## config.mk

```make
export PLATFORM = sky130hd
export DESIGN_NAME = control_sequencer
export DESIGN_NICKNAME = d
export VERILOG_FILES = /design/src/rtl/control_sequencer.sv
export SDC_FILE = /design/constraint.sdc
export NUM_CORES = 1
export LEC_CHECK = 0
export ABC_AREA = 0
export ABC_CLOCK_PERIOD_IN_PS = 1520
export CAP_MARGIN = 30
export CORE_MARGIN = 5
export CORE_UTILIZATION = 34
export DETAILED_ROUTE_END_ITERATION = 10
export GPL_ROUTABILITY_DRIVEN = 1
export PLACE_DENSITY = 0.72
export SETUP_SLACK_MARGIN = 0.05
export SYNTH_ARGS = -nofsm -noshare
export SYNTH_HDL_FRONTEND = slang
export SYNTH_SLANG_ARGS = --single-unit
```

## constraint.sdc

```tcl
create_clock -name clk -period 1.52 [get_ports clk]
set_clock_uncertainty 0.1 [all_clocks]
set_input_delay 0.304 -clock clk [delete_from_list [all_inputs] [get_ports clk]]
set_output_delay 0.304 -clock clk [all_outputs]
set_load 0.005 [all_outputs]
```

## src/rtl/control_sequencer.sv

```systemverilog
// control_sequencer: multicycle main control FSM producing the state code consumed by control decode.
// Optional feature macro: CONTROL_SEQ_PERF_EN adds free-running cycle/instruction counters.
// Ports:
//   clk          in   system clock, rising edge
//   reset_n      in   asynchronous active-low reset
//   opcode       in   IR[31:26], valid from the cycle after INSTRUCTION_FETCH completes
//   fetch_opcode in   memory read-data[31:26], valid in INSTRUCTION_FETCH when mem_ready=1
//   mem_ready    in   memory access completes this cycle
//   state        out  registered 4-bit state code
//   instr_done   out  pulse in the final state of each instruction
//   illegal_op   out  registered pulse after an undecodable opcode or unused state code
//   halted       out  high while in HALT
//   cycle_count  out  (CONTROL_SEQ_PERF_EN) cycles spent outside HALT, wraps
//   instr_count  out  (CONTROL_SEQ_PERF_EN) completed instructions, wraps
module control_sequencer #(
  parameter logic [5:0] JUMP_OPCODE = 6'b110000,
  parameter logic [5:0] IMM_OPCODE  = 6'b110001,
  parameter logic [5:0] HALT_OPCODE = 6'b111111
`ifdef CONTROL_SEQ_PERF_EN
  , parameter int PERF_W = 32
`endif
) (
  input  logic       clk,
  input  logic       reset_n,
  input  logic [5:0] opcode,
  input  logic [5:0] fetch_opcode,
  input  logic       mem_ready,
  output logic [3:0] state,
  output logic       instr_done,
  output logic       illegal_op,
  output logic       halted
`ifdef CONTROL_SEQ_PERF_EN
  , output logic [PERF_W-1:0] cycle_count
  , output logic [PERF_W-1:0] instr_count
`endif
);
  typedef enum logic [3:0] {
    INSTRUCTION_FETCH    = 4'd0,
    REGISTER_FETCH       = 4'd1,
    ALU_R3               = 4'd2,
    ALU_RI3              = 4'd3,
    ALU4                 = 4'd4,
    BRANCH3              = 4'd5,
    MEMORY_REF3          = 4'd6,
    LOAD4                = 4'd7,
    LOAD5                = 4'd8,
    STORE4               = 4'd9,
    JUMP3                = 4'd10,
    IMMEDIATE_INJECTION2 = 4'd11,
    HALT                 = 4'd12
  } stateT;
  stateT curState;
  assign state = curState;
  assign halted = curState == HALT;
  // A store completes in the same cycle its memory handshake does.
  assign instr_done = (curState inside {ALU4, BRANCH3, JUMP3, IMMEDIATE_INJECTION2, LOAD5}) ||
                      (curState == STORE4 && mem_ready);
  always_ff @(posedge clk or negedge reset_n) begin
    if (!reset_n) begin
      curState <= INSTRUCTION_FETCH;
      illegal_op <= 1'b0;
    end else begin
      illegal_op <= 1'b0;
      case (curState)
        INSTRUCTION_FETCH: if (mem_ready) curState <= (fetch_opcode == IMM_OPCODE) ? IMMEDIATE_INJECTION2 : REGISTER_FETCH;
        REGISTER_FETCH: begin
          if (opcode[5:4] == 2'b00) curState <= ALU_R3;
          else if (opcode[5:4] == 2'b01) curState <= ALU_RI3;
          else if (opcode[5:3] == 3'b100) curState <= BRANCH3;
          else if (opcode[5:3] == 3'b101) curState <= MEMORY_REF3;
          else if (opcode == JUMP_OPCODE) curState <= JUMP3;
          else if (opcode == HALT_OPCODE) curState <= HALT;
          else begin
            // Includes IMM_OPCODE: it is only legal when seen at fetch.
            curState <= INSTRUCTION_FETCH;
            illegal_op <= 1'b1;
          end
        end
        ALU_R3, ALU_RI3: curState <= ALU4;
        MEMORY_REF3: curState <= opcode[2] ? STORE4 : LOAD4;
        LOAD4: if (mem_ready) curState <= LOAD5;
        STORE4: if (mem_ready) curState <= INSTRUCTION_FETCH;
        HALT: curState <= HALT;
        ALU4, BRANCH3, JUMP3, IMMEDIATE_INJECTION2, LOAD5: curState <= INSTRUCTION_FETCH;
        default: begin
          curState <= INSTRUCTION_FETCH;
          illegal_op <= 1'b1;
        end
      endcase
    end
  end
`ifdef CONTROL_SEQ_PERF_EN
  always_ff @(posedge clk or negedge reset_n) begin
    if (!reset_n) begin
      cycle_count <= '0;
      instr_count <= '0;
    end else if (curState != HALT) begin
      cycle_count <= cycle_count + PERF_W'(1);
      instr_count <= instr_count + PERF_W'(instr_done);
    end
  end
`endif
endmodule

```

# Yosys cells after proc, flatten, opt, wreduce, memory -nomap -nowiden
# Index checks and enable logic that the tools add are counted.
# classes
add_sub_neg,0
n_mul,0
div_mod_pow,0
n_lt_le_gt_ge,0
n_eq_ne,21
shift,0
n_mux,19
n_bitwise,0
reduce_logical,8
# op_table
operator,n
4-bit 2-to-1 mux,11
4-bit one-hot mux with 7 select lines,1
"4-bit == test, second input constant",5
"6-bit == test, second input constant",3
"4-bit by 3-bit == test with 1-bit output, second input constant",4
12-bit OR reduction,1
"4-bit by 2-bit == test with 1-bit output, second input constant",2
"3-bit == test, second input constant",2
1-bit 2-to-1 mux,6
"2-bit inequality test, second input constant",3
5-bit nonzero test,1
"4-bit by 1-bit == test with 1-bit output, second input constant",1
4-bit zero test,1
3-bit AND reduction,1
"2-bit by 1-bit == test with 1-bit output, second input constant",1
2-bit zero test,1
1-bit one-hot mux with 2 select lines,1
2-bit OR reduction,1
1-bit logical AND,1
1-bit logical OR,1
# totals
regBits,5
latchBits,0
mem_bits_rw,0
rom_bits,0
in_bits,15
output_inout_bits,7
elab_cells,50
memories,0

# Logic depth before layout (Yosys ltp)
# Gate-level depths: netlist (run 1).
# logic_depth
depth_word,8
mapped_depth,6
mapped_depth_nobuf,5

# Least setup slack after synthesis (run 1)
# Ideal clock, no wire load.
# synth_path
kind,register to register
from,register curState[3] (netlist: state[3])
to,register curState[3] (netlist: state[3])
setup_ns,0.065
arrival_ns,1.386
t_required_ns,1.355
slack_ns,-0.030
path_stages_with_launch,7
n_path_buf,1
synth_period_minus_slack_ns,1.550
cell_sequence,dfrtp_1 -> buf_4 -> or3_1 -> a211oi_1 -> a21oi_1 -> a21oi_1 -> or3_1
# synth_between
elab_chain_cells,3
elab_cells_between_ends,14
# synth_rtl
element,line,source
start: declaration,52,stateT curState;
start signal: assignment,65,INSTRUCTION_FETCH: if (mem_ready) curState <= (fetch_opcode == IMM_OPCODE) ? IMMEDIATE_INJECTION2 : REGISTER_F ...
start signal: assignment,80,MEMORY_REF3: curState <= opcode[2] ? STORE4 : LOAD4;
4-bit by 2-bit == test with 1-bit output (tied with other cells),64,case (curState)
2-bit OR reduction or 2-bit inequality test (tied branches),n/a,
4-bit one-hot mux with 7 select lines or 3-bit AND reduction (tied branches),n/a,
# Parallel ways exist; a longest one is shown, timed or not.
# A chain may end at the register's enable or synchronous reset.

# Worst setup path in the final report (run 1)
# layout_path
from,register curState[0] (netlist: state[0])
to,register curState[3] (netlist: state[3])
# The elaborated chain is that of the path after synthesis.

==> results of run 1 <==
[critical path, stage by stage (launching register included)]
cell and delay (ns):
dfrtp_1 0.42, buf_6 0.16, or3b_4 0.38, nor4_4 0.21, a21oi_1 0.12, a21oi_1 0.12, or3_1 0.12
[repair_timing]
item,CTS,global route
endpoints found under the setup margin,10,9
pin swaps,7,3
resized for setup,31,15
setup buffers,7,2
[layout make-up]
class	instances	area (sq um)
sequential	5	126
timing repair buffer	45	390
clock buffer	4	26.3
multi-input combinational	47	368
tap	15	18.8
inverter	2	7.51
fill	85	332
[cell usage in the layout, fill, tap and decap left out, types with 2 or more instances in the layout]
master           count
clkbuf_4             3
nor3_4               2
or3_1                2
buf_4               19
o21ai_1              2
buf_6                5
nor2_1               5
clkdlybuf4s50_1      9
clkdlybuf4s15_1      4
dfrtp_1              4
a21oi_1              4
inv_1                2
nand2b_1             2
nand2_1              6
dlygate4sd2_1        4
buf_2                2
[state kept, by name, summed over array words and instances, names as in the netlist]
signal      flops
state           4
illegal_op      1
[metrics by stage]
step / utilization (%) / cells / setup slack, ns / hold WS, ns / setup TNS [ns]
3_3_place_gp: 61.4 / 105 / -0.751 / 0.441 / -2.41
4_1_cts: 68.8 / 116 / -0.157 / 0.185 / -0.420
6_report: 73.9 / 118 / -0.161 / 0.181 / -0.360
3_5_place_dp: 61.4 / 105 / -0.739 / 0.447 / -2.38
2_1_floorplan: - / 58 / 0.00393 / -0.0916 / 0
5_1_grt: 73.9 / 118 / -0.272 / 0.195 / -0.705
[power by group]
part	switching, mW	total (mW)	internal (mW)
clock network	0.0645	0.164	0.0999
registers	0.0442	0.223	0.178
logic	0.420	0.901	0.482
total	0.528	1.29	0.760
[cell families (layout without fill, tap and decap cells)]
logic type / Yosys count / in the layout / share of synthesized area [%]
simple gates: 28 / 28 / 33.6
buf+inv: 6 / 51 / 9.17
mux: 1 / 1 / 2.22
compound gates: 18 / 18 / 27.2
flops: 5 / 5 / 27.8
[how the worst min path moves through the flow]
stage | to | slack (ns) | cells after the start
floorplan | illegal_op | -0.09 | 0
global placement | illegal_op | 0.44 | 1
detailed placement | illegal_op | 0.45 | 1
CTS | illegal_op | 0.19 | 1
global route | illegal_op | 0.20 | 1
finish | illegal_op | 0.18 | 1
[metal layers]
metal	global-route usage (%)	vias to the layer above
li1	-	306
met2	29.4	22
met1	18.4	302
met4	6.82	0
met3	7.42	10
met5	0	-
==> summary.txt, run 1 <==
Floorplan
  • Top-Level Pins: 22
  • Die Area: roughly 2200 sq um
  • Chip width: roughly 46 microns
  • DIE HEIGHT: 46.4 microns
  • Initial Util: between 30% and 40%
  • Core Region: 1270 sq um
  • # rows: 13

Placed design
  • HPWL after DPL: between 1 and 1.5 mm
  • IO Port Bufs: 21
  • Placed Area: 779 sq um
  • Routability cong.: 0.870

Setup path
  • Critical-path maximum fanout: 5
  • Flop-to-flop setup slack: -0.16 ns
  • Crit path from: state[0]
  • Reg-to-Reg Start: state[0]
  • Crit end category: flip-flop
  • Worst R2R End: state[3]
  • Worst R2R Path Depth: 6
  • Worst path arrival time: 1.77 ns
  • CP Class: flip-flop to flip-flop
  • Worst Path Required: 1.61 ns
  • Crit path launch type: flip-flop
  • Worst Setup EP: state[3]

Timing
  • Final Slew Violations: 0
  • Unrepaired setup endpoints after global routing: yes
  • Fmax: 0.595 GHz
  • Final Cycle Share: 111%
  • Hold violation count in the final report: 0
  • Final setup margin: -0.161 ns
  • # setup viols final: 4
  • Worst rel slew slack: 81.3%
  • Slew @ Worst Pin: 0.278 ns
  • Crit path time final: 1.68 ns

Cells and area
  • Design Area, Final: 937 sq um
  • Net count reported at finish: 119
  • Area grow syn2layout: 108%
  • Antenna diode count: 0
  • Share of cells above drive strength 1: 45.6%

Synthesis
  • Sequential fraction of the synthesis area: 27.8%
  • Mean Syn Cell Area: between 7 and 8 sq um
  • FF+latch count, synth: 5
  • Most frequent cells after synthesis: nand2_1, nor2_1, a21oi_1, dfrtp_1
  • Post-synth top flop: dfrtp_1
  • Post-synthesis cell area: 450 sq um
  • Synth area leaders: dfrtp_1, nand2_1, a21oi_1
  • Post-Syn Nets: 73
  • Post-synth top area share: 27.8%
  • YS warnings: 0
  • FFs w/ async S/R, synth: 100%
  • Count of cell types in the netlist: 29
  • Post-Synthesis Cells: 58
  • Post-synth EDFFs: 0
  • Synth area leader: dfrtp_1
  • Dominant cell by count in the synthesized netlist: nand2_1

Pwr
  • Lkg Pwr: between 0.4 and 0.5 nW
  • Pwr dens: 1370 nW/um^2
  • Total Power: 1.29 mW
  • Max IR drop VDD: 0.00110 V

GRT
  • First-pass GRT wire length: approximately 2.5 mm
  • Largest net degree at the start of global routing: 8
  • Number of global-route vias before repair: 590
  • Initial antenna violation count: 0
  • Grt ovf: 0
  • Overall routing resource usage: 17.2%

Clock network
  • Hold_buf cts: 0
  • Clock Latency Late Sink: 0.25 ns
  • Clk slew on worst S/H paths: 0.05 ns
  • Clk root buf: clkbuf_4
  • CTS Buffer Depth: 2
  • CTS tree: yes
  • H-tree levels: 1
  • Clk sinks: 5
  • Number of CTS-inserted buffers: 3

Detailed routing
  • DR iter-0 viols: 16
  • Wire per inst: 15.6 microns
  • DRC: 0
  • Drt total wl: 1.84 mm
  • ANT nets after route: 0
  • DRT Pass-1 Iters: 4
  • Met1 wire length: 703 microns
  • Via-to-Cell Ratio: 5.42
  • Met2 routed WL: 946 microns
  • DR top layer: met4
  • Via count: 640
  • Met3 routed WL: about 110 microns

Job
  • Max Cap Viol: 0

Outcome
  • Run status: finished, violations left
  • Failing checks: negative setup slack

Worst hold path
  • Hold Crit Class: input pin to async pin
No activity file was read; power rests on OpenSTA's default activity.
==> run 2, diff against run 1 <==
--- a/config.mk
+++ b/config.mk
@@ -8,11 +8,13 @@
 export ABC_AREA = 0
 export ABC_CLOCK_PERIOD_IN_PS = 1520
 export CAP_MARGIN = 30
+export CELL_PAD_IN_SITES_DETAIL_PLACEMENT = 0
+export CELL_PAD_IN_SITES_GLOBAL_PLACEMENT = 1
 export CORE_MARGIN = 5
-export CORE_UTILIZATION = 34
+export CORE_UTILIZATION = 24
 export DETAILED_ROUTE_END_ITERATION = 10
 export GPL_ROUTABILITY_DRIVEN = 1
-export PLACE_DENSITY = 0.72
+export PLACE_DENSITY_LB_ADDON = 0.1
 export SETUP_SLACK_MARGIN = 0.05
 export SYNTH_ARGS = -nofsm -noshare
 export SYNTH_HDL_FRONTEND = slang
==> summary.txt, run 2 (synthesis gave the netlist of run 1 again) <==
Detailed routing
  • ANT nets after route: 0
  • DRC: 0
  • Drt total wl: 1.55 mm
  • Wire per inst: 12.1 microns
  • Via-to-Cell Ratio: slightly below 5
  • Via count: about 600
  • DRT Pass-1 Iters: 4
  • DR iter-0 viols: 14

Timing
  • Worst rel slew slack: between 80% and 90%
  • # setup viols final: 4
  • Slew @ Worst Pin: 0.270 ns
  • Hold violation count in the final report: 0
  • Fmax: 0.589 GHz
  • Crit path time final: 1.70 ns
  • Unrepaired setup endpoints after global routing: yes
  • Final Slew Violations: 0
  • Total negative slack: -0.405 ns
  • Worst hold slack: 0.183 ns
  • Final Cycle Share: 112%
  • Final setup margin: -0.177 ns

Placed design
  • HPWL after DPL: about 1.2 mm
  • IO Port Bufs: 21
  • Routability cong.: between 0.7 and 0.8

GRT
  • M1 GR Usage: 14.4%
  • Met2 usage: 18.6%
  • Met3 Use GR: 3.38%
  • Initial antenna violation count: 0
  • Overall routing resource usage: 11.6%
  • Number of global-route vias before repair: 579
  • Largest net degree at the start of global routing: 9
  • Grt ovf: 0
  • GRT Max-Usage Layer: met2
  • First-pass GRT wire length: between 2 and 2.5 mm

Pwr
  • Lkg Pwr: between 0.4 and 0.5 nW
  • Switching power total: 0.526 mW
  • Pwr dens: 1350 nW/um^2
  • Combinational share of power: a little under three quarters
  • Clk pwr share: a little under an eighth
  • Sw frac: 39.9%
  • Reg power frac: 16.8%
  • Total Power: 1.32 mW
  • Int Power: 0.793 mW
  • Max IR drop VDD: 0.000682 V

Cells and area
  • Fin util: 55.4%
  • Share of cells above drive strength 1: 42.7%
  • Most common cell after layout, fill and taps aside: buf_4
  • Filler instances: 179
  • Area grow syn2layout: 117%
  • Net count reported at finish: 119
  • Most frequent cells in the layout: buf_4, clkdlybuf4s50_1, nand2_1, buf_6
  • Max FFs per register: 4
  • Antenna diode count: 0

Floorplan
  • Die Area: 2840 sq um
  • Core Region: 1760 sq um
  • # rows: 15
  • Initial Util: 25.5%
  • DIE HEIGHT: 53.3 microns
  • Chip width: 53.3 microns
  • Top-Level Pins: 22

Setup path
  • Worst R2R End: state[3]
  • Crit path from: state[0]
  • Crit end category: output pin
  • Critical-path maximum fanout: 2
  • Reg-to-Reg Start: state[0]
  • CP Class: flip-flop to output pin
  • Worst Setup EP: instr_done
  • Crit-path cells: nand2b_4 > nor2_1 > or3_1 > o21ai_1 > buf_2
  • Crit path launch type: flip-flop
  • Worst Path Required: 1.12 ns
  • Crit-path slowest cell: dfrtp_1
  • Critical path's largest stage delay: 0.42 ns
  • Worst path arrival time: 1.29 ns
  • Flop-to-flop setup slack: -0.13 ns
  • Worst R2R Path Depth: 6

Clock network
  • Hold_buf cts: 0
  • Clk sinks: 5
  • CTS Buffer Depth: 2
  • Clock Latency Late Sink: 0.24 ns
  • H-tree levels: 1
  • Number of CTS-inserted buffers: 3
  • Clk root buf: clkbuf_4
  • Clk slew on worst S/H paths: approximately 0.04 ns
  • CTS tree: yes

Outcome
  • Run status: finished, violations left
  • Failing checks: negative setup slack

Worst hold path
  • Hold Crit Class: input pin to async pin

Job
  • Max Cap Viol: 0
run 2: power groups by stage:
stage | Clock, mW | Combinational [mW] | Sequential (mW)
6_report | 0.154 | 0.943 | 0.222
2_1_floorplan | 0 | 0.363 | 0.220
3_3_place_gp | 0 | 0.702 | 0.213
5_1_grt | 0.165 | 1.03 | 0.228
4_1_cts | 0.160 | 0.765 | 0.219
3_5_place_dp | 0 | 0.700 | 0.210
run 2: worst min path at each step:
stage / to / depth (start not counted) / from
6_report: illegal_op / 1 / reset_n
5_1_grt: illegal_op / 1 / reset_n
4_1_cts: state[3] / 1 / reset_n
3_5_place_dp: state[2] / 1 / reset_n
3_3_place_gp: state[2] / 1 / reset_n
2_1_floorplan: illegal_op / 0 / reset_n
run 2: critical path: cells and delay by family (launching register included):
family / cells / cell delay, ns
AO/OA/AOI/OAI: 1 / 0.08
buffers and inverters: 1 / 0.13
flip-flops: 1 / 0.42
AND/OR/NAND/NOR: 3 / 0.42
run 2: repair_timing:
| item | in CTS | in global routing |
|---|---|---|
| resized for setup | 28 | 16 |
| buffers inserted | 4 | 2 |
| hold endpoints to repair | 0 | 0 |
| setup endpoints to repair | 8 | 9 |
| pin swaps | 8 | 6 |
| cloned | 0 | 0 |
run 2: area by class of cell:
type | instances | area (sq um) | share of cell area [%]
clock buffer | 4 | 26.3 | 2.69
inverter | 2 | 7.51 | 0.768
multi-input combinational | 47 | 387 | 39.6
sequential | 5 | 125 | 12.8
tap | 25 | 31.3 | 3.20
timing repair buffer | 45 | 400 | 41.0
run 2: per-stage QoR:
stage / cell area, sq um / worst slack (ns) / cells
final: 977 / -0.177 / 128
after global routing: 977 / -0.250 / 128
after CTS: 881 / -0.192 / 126
after detailed placement: 815 / -0.730 / 118
after global placement: 815 / -0.701 / 118
after floorplan: 475 / 0.00393 / 58
run 2: layer usage:
metal	share of wire (%)	up-vias
li1	-	310
met1	43	284
met2	51	21
met3	6.3	0
met4	0	0
met5	0	-
==> run 3, diff against run 2 <==
--- a/config.mk
+++ b/config.mk
@@ -12,9 +12,10 @@
 export CELL_PAD_IN_SITES_GLOBAL_PLACEMENT = 1
 export CORE_MARGIN = 5
 export CORE_UTILIZATION = 24
+export CTS_CLUSTER_SIZE = 14
 export DETAILED_ROUTE_END_ITERATION = 10
 export GPL_ROUTABILITY_DRIVEN = 1
-export PLACE_DENSITY_LB_ADDON = 0.1
+export PLACE_DENSITY = 0.8
 export SETUP_SLACK_MARGIN = 0.05
 export SYNTH_ARGS = -nofsm -noshare
 export SYNTH_HDL_FRONTEND = slang
==> summary.txt, run 3 (synthesis gave the netlist of run 1 again) <==
Outcome
  • Run status: finished, violations left
  • Failing checks: negative setup slack

Clock network
  • Clk root buf: clkbuf_4
  • H-tree levels: 1
  • CTS tree: yes
  • CTS Buffer Depth: 2
  • Clk slew on worst S/H paths: ~0.050 ns
  • Number of CTS-inserted buffers: 3
  • Clk sinks: 5
  • Clock Latency Late Sink: between 0.2 and 0.3 ns

Cells and area
  • Antenna diode count: 0
  • Share of cells above drive strength 1: 42.5%
  • Area grow syn2layout: 109%
  • Max FFs per register: 4
  • Most frequent cells in the layout: buf_4, clkdlybuf4s50_1, nand2_1
  • Design Area, Final: 941 sq um
  • Net count reported at finish: 122
  • Most common cell after layout, fill and taps aside: buf_4

Pwr
  • Reg power frac: 18.4%
  • Switching power total: 0.479 mW
  • Max IR drop VDD: 0.000697 V
  • Clk pwr share: approximately an eighth
  • Int Power: 0.729 mW
  • Combinational share of power: ~68%
  • Pwr dens: 1280 nW/um^2
  • Lkg Pwr: 0.442 nW
  • Sw frac: 39.7%

Timing
  • # setup viols final: 4
  • Slew @ Worst Pin: roughly 0.32 ns
  • Crit path time final: ~1.7 ns
  • Final setup margin: -0.177 ns
  • Final Cycle Share: 112%
  • Total negative slack: -0.348 ns
  • Unrepaired setup endpoints after global routing: yes
  • Fmax: 0.589 GHz
  • Final Slew Violations: 0
  • Worst rel slew slack: 78.2%
  • Hold violation count in the final report: 0

GRT
  • GRT Max-Usage Layer: met2
  • Met3 Use GR: just over 5%
  • Initial antenna violation count: 0
  • M1 GR Usage: ~17%
  • Overall routing resource usage: 13.4%
  • Largest net degree at the start of global routing: 10
  • Number of global-route vias before repair: 593
  • Grt ovf: 0
  • Met2 usage: 21.4%
  • First-pass GRT wire length: 2.73 mm

Detailed routing
  • DRC: 0
  • Wire per inst: 12.6 microns
  • ANT nets after route: 0
  • Drt total wl: 1.66 mm
  • DR iter-0 viols: 30
  • Via count: 641
  • DRT Pass-1 Iters: 4
  • Via-to-Cell Ratio: 4.89

Floorplan
  • Chip width: 53.3 microns
  • Initial Util: 25.5%
  • # rows: 15
  • Die Area: ~2800 sq um
  • Top-Level Pins: 22
  • Core Region: 1760 sq um
  • DIE HEIGHT: 53.3 microns

Placed design
  • Pre-CTS setup slack: -0.726 ns
  • HPWL after DPL: 1.16 mm
  • IO Port Bufs: 21
  • Placed Area: 807 sq um
  • Routability cong.: 0.772

Setup path
  • Worst path arrival time: between 1 and 1.5 ns
  • Crit path launch type: flip-flop
  • Worst Path Required: 1.12 ns
  • Critical-path maximum fanout: 2
  • Crit end category: output pin
  • CP Class: flip-flop to output pin

Worst hold path
  • Hold Crit Class: input pin to async pin

Job
  • Max Cap Viol: 0
## run 3: layout make-up
type | count | area (sq um)
flip-flops and latches | 5 | 126
inverters | 2 | 7.51
fillers | 187 | 823
repair buffers | 48 | 410
well taps | 25 | 31.3
multi-input cells | 47 | 339
clock buffers | 4 | 26.3
## run 3: metrics by stage
step	std cells	hold WS [ns]	util (%)	power [mW]
2_1_floorplan	58	-0.0916	-	0.583
3_3_place_gp	117	0.437	45.7	0.865
3_5_place_dp	117	0.446	45.7	0.867
4_1_cts	125	0.181	50.2	1.13
5_1_grt	131	0.192	53.3	1.31
6_report	131	0.176	53.3	1.21
## run 3: worst max-delay path: stages, from the launching register on
cell      delay, ns
dfrtp_1        0.42
nand2b_4       0.10
nor2_2         0.03
or3_1          0.30
o21ai_1        0.08
buf_2          0.12
## run 3: worst paths after layout
kind | cells after the start | startpoint | slack (ns) | end
max in group asynchronous | 1 | reset_n | 0.94 | state[1]
min reg2reg | 2 | state[3] | 0.48 | state[1]
min in group clk | 2 | state[3] | 0.48 | state[1]
max reg2reg | 6 | state[0] | -0.10 | state[3]
min | 1 | reset_n | 0.18 | state[3]
max | 5 | state[0] | -0.18 | instr_done
## run 3: per-layer routing
layer  share of wire, %  wire length [microns]  up-vias
li1                   -                      -      316
met1                 43                    720      298
met2                 49                    811       27
met3                7.5                    124        0
met4                  0                      0        0
met5                  0                      0        -
## run 3: power groups by stage
stage          clock [mW]  sequential, mW  combinational (mW)
6_report            0.159           0.223               0.826
5_1_grt             0.181           0.230               0.902
4_1_cts             0.165           0.219               0.744
3_5_place_dp            0           0.214               0.653
3_3_place_gp            0           0.217               0.648
2_1_floorplan           0           0.220               0.363
## run 3: timing repair
action                                  4_1_cts  5_1_grt
gates resized for setup                      31        8
endpoints found under the setup margin        8        9
buffers inserted                              4        6
gates cloned                                  0        0
pin swaps                                     6        2
hold buffers                                  0        0
==> RTL edit: new RTL, config.mk and constraints of run 2 <==
Build with the macro `CONTROL_SEQ_PERF_EN` defined.
--- a/src/rtl/control_sequencer.sv
+++ b/src/rtl/control_sequencer.sv
@@ -13,4 +13,6 @@
 //   cycle_count  out  (CONTROL_SEQ_PERF_EN) cycles spent outside HALT, wraps
 //   instr_count  out  (CONTROL_SEQ_PERF_EN) completed instructions, wraps
+`define CONTROL_SEQ_PERF_EN
+
 module control_sequencer #(
   parameter logic [5:0] JUMP_OPCODE = 6'b110000,
Formal check against the unedited RTL (old outputs only; new: cycle_count and instr_count): equivalent (Yosys induction, for registers that start in step).
==> RTL edit against run 2 <==
The run still ends with setup timing left; area after synthesis increased to 7.6 times the old value; clock power increased to 12 times the old value; fmax decreased by 9.9%; sequential cell count increased by 64; cell area increased to 6.8 times the old value; global-route usage increased by 2.1 points; worst setup slack got worse by 190 ps; sequential share of layout area increased by 13 points; routed wire length increased to 7.1 times the old value; total power increased to 5.7 times the old value.
==> RTL edit: results (changes against run 2) <==
[status]
status = finished with violations
failed_checks = setup timing

[clocking]
clockRootBuffer = clkbuf_16
clk_pin_slew_worst_paths_ps = 60  ; +20 ps
htreeDepth = 3  ; +2
insertion_delay_ps = 330  ; +90 ps
clockBufferDepth = 2  ; unchanged
cts-buffers-inserted = 9  ; +6

[synth]
synthFlopType = dfrtp_1
synth_enable_flop_cells = 0  ; unchanged
ys_warn_count = 0  ; unchanged
ys_async_sr_fraction_pct = 100  ; unchanged
ys_top_cells_by_count = dfrtp_1 (69), xnor2_1 (42), nand2_1 (33)
synth_fp_nets = 342  ; +370%
post_synth_num_cell_types = 44  ; +52%
yosys-top-cells-area = dfrtp_1 (50%), xnor2_1 (11%), xor2_1 (4.8%)
yosysSeqAreaShare_pct = 50.1  ; +22 points

[place]
io_buffers = 85  ; +300%
pre_cts_slack_ps = -854  ; -125 ps
dpl.hpwl_um = 7100  ; +510%
finalWeightedCongestion = 0.781  ; -0.62%

[global_routing]
grt_pass1_vias = 3702  ; +540%
grt_max_degree = 70  ; +61
antenna_found_initial = 0  ; unchanged
grt_pass1_wl_um = 18400  ; +650%
grt_usage_pct = 13.7  ; +2.1 points

[pwr]
ir_drop_uv = 516  ; -24%
leakage_nw = 3.43  ; +680%
p_int_w = 0.00510  ; +540%

[setup_path]
crit_start = state[3]
critPathArrivalTime_ps = 2010  ; +720 ps
endpoint = instr_count[20]
rr_worst_depth = 10  ; +4
cp_slowest_cell = dfrtp_1
slowest_delay_ps = 410
path_max_fanout = 5  ; +3

[final_layout]
layout.nets = 592  ; +400%
antennaDiodeCount = 0  ; unchanged
drive_gt1_share_pct = 53.7  ; +11 points

[drt]
drtPass1Iterations = 4  ; unchanged
vias = 3415  ; +460%
drt-total-wl_um = 11000  ; +610%
drt_iter0_markers = 105  ; +91

[timing]
setup_violations = 64  ; +60
setup_ws_ps = -365  ; -187 ps
worst-slew-pin-transition_ps = 392  ; +122 ps

[hold_path]
min_path_type = reg -> reg

-- RTL edit: logic make-up after synthesis --
logic type	Yosys count	share of synthesized area (%)
adders and majority gates	3	1.09
xor gates and xnor gates	61	15.5
and+or+nand+nor	151	27.0
DFF	69	50.1
AOI/OAI and AO/OA	19	3.60
buffers and inverters	21	2.65
-- RTL edit: power by group through the flow --
stage / Clock [W] / Combinational (W) / Sequential (W)
floorplan: 0 / 0.000822 / 0.00236
global placement: 0 / 0.00212 / 0.00229
detailed placement: 0 / 0.00213 / 0.00229
CTS: 0.00202 / 0.00302 / 0.00226
global route: 0.00208 / 0.00353 / 0.00229
finish: 0.00192 / 0.00327 / 0.00226
-- RTL edit: layout make-up --
type	count	area (um^2)
fill	1368	7300
timing repair buffer	251	2240
multi-input combinational	234	2190
sequential	69	1730
clock buffer	10	229
tap	180	225
clock inverter	6	38.8
inverter	9	33.8
-- RTL edit: worst min path at each step --
stage                    startpoint  cells past startpoint              end  slack [ps]
floorplan                   reset_n                      0   cycle_count[0]         -90
global placement            reset_n                      2  cycle_count[11]         280
detailed placement          reset_n                      2  cycle_count[12]         270
CTS                 cycle_count[27]                      1  cycle_count[27]         400
global route        cycle_count[27]                      1  cycle_count[27]         410
finish              cycle_count[27]                      1  cycle_count[27]         390
-- RTL edit: through the flow --
step | instance area (um^2) | power [W] | instances | setup TNS [ps]
4_1_cts | 6540 | 0.00731 | 749 | -17360
5_1_grt | 6690 | 0.00790 | 759 | -21180
3_3_place_gp | 5360 | 0.00441 | 662 | -36400
6_report | 6690 | 0.00745 | 759 | -14890
3_5_place_dp | 5360 | 0.00441 | 662 | -36100
2_1_floorplan | 3720 | 0.00319 | 324 | -15480
-- RTL edit: per-layer routing --
metal / up-vias / share of wire, % / global-route usage (%) / wire length, um
li1: 1660 / - / - / -
met2: 63 / 51 / 23.8 / 5580
met4: 0 / 0.94 / 3.61 / 103
met3: 5 / 5.1 / 4.42 / 557
met1: 1687 / 43 / 16.4 / 4710
met5: - / 0 / 0 / 0
-- RTL edit: what timing repair did --
action,CTS,global route
endpoints found under the setup margin,138,96
resized for setup,297,59
pin swaps,74,32
endpoints found under the hold margin,69,0
hold buffers,1,0
buffers inserted,73,25
-- RTL edit: worst max-delay path: cells and delay by family (launching register included) --
kind / cells / cell delay [ps]
buffers and inverters: 2 / 260
AOI/OAI and AO/OA: 1 / 200
DFF: 1 / 410
xor gates and xnor gates: 1 / 140
and+or+nand+nor: 4 / 350
adders and majority gates: 2 / 310
